<file path="config.mk">
export PLATFORM = sky130hd
export DESIGN_NAME = mc_column_collector
export DESIGN_NICKNAME = d
export VERILOG_FILES = /design/src/rtl/aes_masked_pkg.sv /design/src/rtl/mc_col_slot.sv /design/src/rtl/mc_column_collector.sv
export SDC_FILE = /design/constraint.sdc
export NUM_CORES = 1
export LEC_CHECK = 0
export ABC_AREA = 1
export CAP_MARGIN = 20
export CELL_PAD_IN_SITES_DETAIL_PLACEMENT = 1
export CELL_PAD_IN_SITES_GLOBAL_PLACEMENT = 2
export CORE_MARGIN = 5
export CORE_UTILIZATION = 29
export CTS_CLUSTER_SIZE = 40
export DETAILED_ROUTE_END_ITERATION = 16
export PLACE_DENSITY_LB_ADDON = 0.12
export SKIP_CTS_REPAIR_TIMING = 1
export SLEW_MARGIN = 10
export SYNTH_ARGS = -nofsm -noshare
export SYNTH_HDL_FRONTEND = slang
export SYNTH_SLANG_ARGS = --single-unit
</file>
<file path="constraint.sdc">
create_clock -name clk -period 1.96 [get_ports clk]
set_clock_uncertainty 0.2 [all_clocks]
set_input_delay 0.588 -clock clk [delete_from_list [all_inputs] [get_ports clk]]
set_output_delay 0.588 -clock clk [all_outputs]
set_load 0.03 [all_outputs]
</file>
<file path="src/rtl/aes_masked_pkg.sv">
// Shared constants and helpers for the masked AES datapath.
// Share j of bit b in a shared byte lives at bit [8*j+b].
package aes_masked_pkg;

  localparam int BYTES_PER_COL  = 4;
  localparam int COLS_PER_STATE = 4;

  typedef logic [$clog2(BYTES_PER_COL)-1:0]  row_idx_t;
  typedef logic [$clog2(COLS_PER_STATE)-1:0] col_idx_t;

  function automatic int SH_BYTE_W(input int d);
    return 8 * d;
  endfunction

endpackage

</file>
<file path="src/rtl/mc_col_slot.sv">
// One column buffer for the MixColumns collector: shared column data,
// column tag, bypass flag and a full flag. Pure share-wise storage.
module mc_col_slot
  import aes_masked_pkg::*;
#(
  parameter int d = 2
) (
  input  logic                                      clk,
  input  logic                                      clr,
  input  logic [BYTES_PER_COL-1:0]                  row_we,
  input  logic [SH_BYTE_W(d)-1:0]                   byte_in,
  input  logic                                      tag_we,
  input  col_idx_t                                  col_in,
  input  logic                                      bypass_in,
  input  logic                                      set_full,
  input  logic                                      clr_full,
  output logic [BYTES_PER_COL*SH_BYTE_W(d)-1:0]     data,
  output col_idx_t                                  col_tag,
  output logic                                      bypass,
  output logic                                      full
);

  localparam int BW = SH_BYTE_W(d);

  // Clearing the data on reset keeps stale shares from ever reaching the output mux.
  always_ff @(posedge clk) begin
    if (clr) begin
      data    <= '0;
      col_tag <= '0;
      bypass  <= 1'b0;
      full    <= 1'b0;
    end else begin
      for (int r = 0; r < BYTES_PER_COL; r++) begin
        if (row_we[r]) data[BW*r +: BW] <= byte_in;
      end
      if (tag_we) begin
        col_tag <= col_in;
        bypass  <= bypass_in;
      end
      if (set_full)      full <= 1'b1;
      else if (clr_full) full <= 1'b0;
    end
  end

endmodule

</file>
<file path="src/rtl/mc_column_collector.sv">
// Byte-serial to column-parallel collector feeding masked MixColumns.
// Two ping-pong column slots let the byte stream continue while a column drains.
module mc_column_collector
  import aes_masked_pkg::*;
#(
  parameter int d = 2
) (
  input  logic                                  clk,
  input  logic                                  rst,
  input  logic                                  in_valid,
  output logic                                  in_ready,
  input  logic [SH_BYTE_W(d)-1:0]               sh_byte_in,
  input  logic                                  in_bypass_mc,
  output logic                                  out_valid,
  input  logic                                  out_ready,
  output logic [BYTES_PER_COL*SH_BYTE_W(d)-1:0] sh_4bytes_to_MC,
  output col_idx_t                              out_col_idx,
  output logic                                  out_bypass_mc,
  output logic                                  out_last_col
);

  localparam int       COL_W    = BYTES_PER_COL * SH_BYTE_W(d);
  localparam row_idx_t LAST_ROW = row_idx_t'(BYTES_PER_COL - 1);
  localparam col_idx_t LAST_COL = col_idx_t'(COLS_PER_STATE - 1);

  row_idx_t byte_cnt;
  col_idx_t wr_col;
  logic     wr_slot;
  logic     rd_slot;

  logic     accept;
  logic     deliver;

  logic [BYTES_PER_COL-1:0] row_we [2];
  logic [1:0]               tag_we;
  logic [1:0]               set_full;
  logic [1:0]               clr_full;

  logic [COL_W-1:0] slot_data [2];
  col_idx_t         slot_col  [2];
  logic [1:0]       slot_byp;
  logic [1:0]       slot_full;

  // in_ready looks only at slot state, never at out_ready, so a freed slot opens next cycle.
  assign in_ready  = !slot_full[wr_slot];
  assign out_valid = slot_full[rd_slot];
  assign accept    = in_valid && in_ready;
  assign deliver   = out_valid && out_ready;

  always_comb begin
    for (int s = 0; s < 2; s++) row_we[s] = '0;
    tag_we   = '0;
    set_full = '0;
    clr_full = '0;
    if (accept) begin
      row_we[wr_slot]   = BYTES_PER_COL'(1) << byte_cnt;
      tag_we[wr_slot]   = (byte_cnt == '0);
      set_full[wr_slot] = (byte_cnt == LAST_ROW);
    end
    if (deliver) clr_full[rd_slot] = 1'b1;
  end

  for (genvar s = 0; s < 2; s++) begin : g_slot
    mc_col_slot #(.d(d)) u_slot (
      .clk       (clk),
      .clr       (rst),
      .row_we    (row_we[s]),
      .byte_in   (sh_byte_in),
      .tag_we    (tag_we[s]),
      .col_in    (wr_col),
      .bypass_in (in_bypass_mc),
      .set_full  (set_full[s]),
      .clr_full  (clr_full[s]),
      .data      (slot_data[s]),
      .col_tag   (slot_col[s]),
      .bypass    (slot_byp[s]),
      .full      (slot_full[s])
    );
  end

  always_ff @(posedge clk) begin
    if (rst) begin
      byte_cnt <= '0;
      wr_col   <= '0;
      wr_slot  <= 1'b0;
      rd_slot  <= 1'b0;
    end else begin
      if (accept) begin
        byte_cnt <= byte_cnt + row_idx_t'(1);
        if (byte_cnt == LAST_ROW) begin
          wr_slot <= ~wr_slot;
          wr_col  <= wr_col + col_idx_t'(1);
        end
      end
      if (deliver) rd_slot <= ~rd_slot;
    end
  end

  assign sh_4bytes_to_MC = slot_data[rd_slot];
  assign out_col_idx     = slot_col[rd_slot];
  assign out_bypass_mc   = slot_byp[rd_slot];
  assign out_last_col    = (slot_col[rd_slot] == LAST_COL);

endmodule

</file>
==> results.ini, run 1 <==
[logic_synthesis]
synthCells=1016
synth-xor-area-share_pct=0.1353
synth-compound-area-share_pct=1.237
synthSimpleGateAreaFrac_pct=46.26
yosysTopAreaCell=dfxtp_1
netlist_area_mm2=0.006472
synthDistinctLibCells=24
async_flop_share_pct=0
yosys_warnings=0
syn_avg_cell_area_um2=6.371
synth-edff-count=0
yosysSeqAreaShare_pct=43.92
synth_top_area_share_pct=43.92
synthTopCellsByArea=dfxtp_1 44%, nand2_1 28%, nor2_1 16%
synth_mux_area_share_pct=0
synth_adder_area_share_pct=0.7732
syn-num-nets=1041
synth_seq_cells=142
ys.flop_type=dfxtp_1
synth_top_family_by_area=simple AND/OR/NAND/NOR gates

[setup_path]
cp.arrival_ns=1.49
critPathKind=flop to output port
path_common_cell=buf_6
crit_path_max_incr_delay_ns=0.42
end_kind=output port
start_kind=flop
path_cells=inv_8, or2_4, o21ai_2, buf_6, inv_1, buf_6
cp_max_fo=6
slowest_stage=dfxtp_4
rrSetupSlack_ns=0.24
required_ns=1.17

[floorplan]
fp.dieW_um=159.4
initial_core_util_pct=29.57
io_pins=91
coreArea_mm2=0.02189
placement_rows=54
die_height_um=159.4
die-area_mm2=0.02541

[hold_path]
min_path_type=flop to flop

[global_route]
grt_pass1_wl_um=32710
grt_pass1_vias=6052
grt_overflow=0
antenna_found_initial=0
globalRouteTotalUtil_pct=15.96
grt_max_degree=65

[layout]
fin_area_mm2=0.009290
final_util_pct=42.44
drive_gt1_share_pct=21.27
antenna_cells=0
nFillCells=2769
area_delta_synth_final_pct=43.53
fin_nets=1150
final_cells=1418

[route]
vias=6127
vias_per_cell=4.321
ant_nets=0
drtIter0Drc=236
wl_per_cell_um=14.63
drc_errors=0
drt-total-wl_um=20750
firstDrtPassIters=4

[placement]
port_buffers=90
hpwlAfterDp_um=13120
post_dp_cell_area_mm2=0.008170
gp_congestion=0.7174
place_ws_ns=-0.2785
post-place-cells=1376

[clock_tree]
clk_path_buf_depth=2
insertion_delay_ns=0.41
cts_root_buf=clkbuf_16
path_clk_slew_ns=0.06
htreeDepth=4
numCtsBuffers=17
cts_sinks=142
cts_tree=built

[power_and_ir_drop]
peakVddDrop_uv=540.0
total_power_mw=7.406
power-per-cell-area_mw_per_mm2=797.2
leakagePower_nw=4.185

[sta]
tightest_slew_ns=0.3435
period_needed_ns=2.281
finalSetupViolCount=69
min_period_over_period_pct=116.4
final.setup.worst_slack_ns=-0.3208
hold_viol=0
maxSlewHeadroom_pct=77.08
rsz0062_at_grt=true
tns_ns=-18.38
report.final.slew_viol_count=0
max_freq_mhz=438.4
fin_hold_ws_ns=0.2793

[job]
maxCapViolCount=0

[outcome]
outcome=complete, but fails checks
violations=setup timing

-- kinds of logic after synthesis --
| logic type | Yosys count |
|---|---|
| AND/OR/NAND/NOR | 765 |
| flip-flops | 142 |
| buffers and inverters | 88 |
| AO/OA/AOI/OAI | 16 |
| adder cells (fa/ha/maj) | 4 |
| XOR/XNOR | 1 |
-- cell type report --
cell class,count,area (um^2),area share (%)
well taps,280,350.3,3.771
clock inverters,12,113.9,1.226
flip-flops and latches,142,2853,30.71
repair buffers,148,2085,22.44
inverters,30,123.9,1.333
clock buffers,20,446.7,4.808
multi-input cells,786,3318,35.72
-- flip-flops by register name, summed over array words and instances (netlist names) --
name,flops
g_slot.u_slot.col_tag,4
byte_cnt,2
wr_col,2
wr_slot,1
rd_slot,1
g_slot.u_slot.data,128
g_slot.u_slot.full,2
g_slot.u_slot.bypass,2
-- synth_stat cells (all sizes together) (2+ instances only) --
master and number:
buf 32, or2 2, nand2 480, dfxtp 142
ha 4, a21oi 8, clkbuf 26, nor2 279
o21ai 8, inv 30, nand3 3
-- critical path, delay by kind of cell (launching register included) --
kind	cells	cell delay, ns
flip-flops	1	0.42
AO/OA/AOI/OAI	1	0.06
AND/OR/NAND/NOR	1	0.23
buffers and inverters	4	0.36
-- per-layer routing --
metal	GRT usage (%)	vias up	share of wire, %
met3	3.650	20	3.5
met4	4.071	0	1.4
met5	0	-	0
li1	-	3241	-
met2	26.42	94	46
met1	21.08	2772	49
-- path summary, 6_finish.rpt --
check	startpoint	endpoint	cells after the start
worst max-delay path	rd_slot$_SDFFE_PP0N_	out_col_idx[0]	6
worst min-delay path	g_slot[0].u_slot.data[11]$_SDFFE_PP0P_	g_slot[0].u_slot.data[11]$_SDFFE_PP0P_	2
worst max register to register	wr_slot$_SDFFE_PP0P_	g_slot[0].u_slot.data[33]$_SDFFE_PP0P_	10
worst min register to register	g_slot[0].u_slot.data[11]$_SDFFE_PP0P_	g_slot[0].u_slot.data[11]$_SDFFE_PP0P_	2
-- cell usage in the layout (no fill, tap or decap), types with 2 or more instances in the layout --
cell type        Yosys  layout
clkinv_4             0       3
ha_1                 4       4
nand3_1              2       2
nor2_2               3       3
clkdlybuf4s50_1      0      20
o21ai_2              0       2
o21ai_4              0       2
clkinvlp_4           0       4
nor2_1             271     270
dfxtp_1            142     138
dfxtp_2              0       2
a21oi_1              8       8
inv_6                0       2
buf_8                0       2
buf_6               15      48
inv_2                1       2
dfxtp_4              0       2
clkbuf_1            26       2
o21ai_0              8       4
clkbuf_16            0      21
buf_4                7      22
buf_12               1      51
nand2_1            478     421
clkinv_2             0       3
nand2_2              1      58
or2_4                0       2
nor2_8               5       5
inv_1               28      25
-- power breakdown --
group / internal [mW] / switching, mW / leakage [nW]
logic: 0.558 / 0.706 / 2.77
registers: 2.99 / 0.0543 / 1.15
clock network: 1.79 / 1.31 / 0.263
Power figures use the tool's default switching activity.
==> inputs of run 2 (changes only) <==
ABC_CLOCK_PERIOD_IN_PS = 1960   (was default)
==> results of run 2 <==
No change in the layout: final DEF, timing and power equal those of run 1.
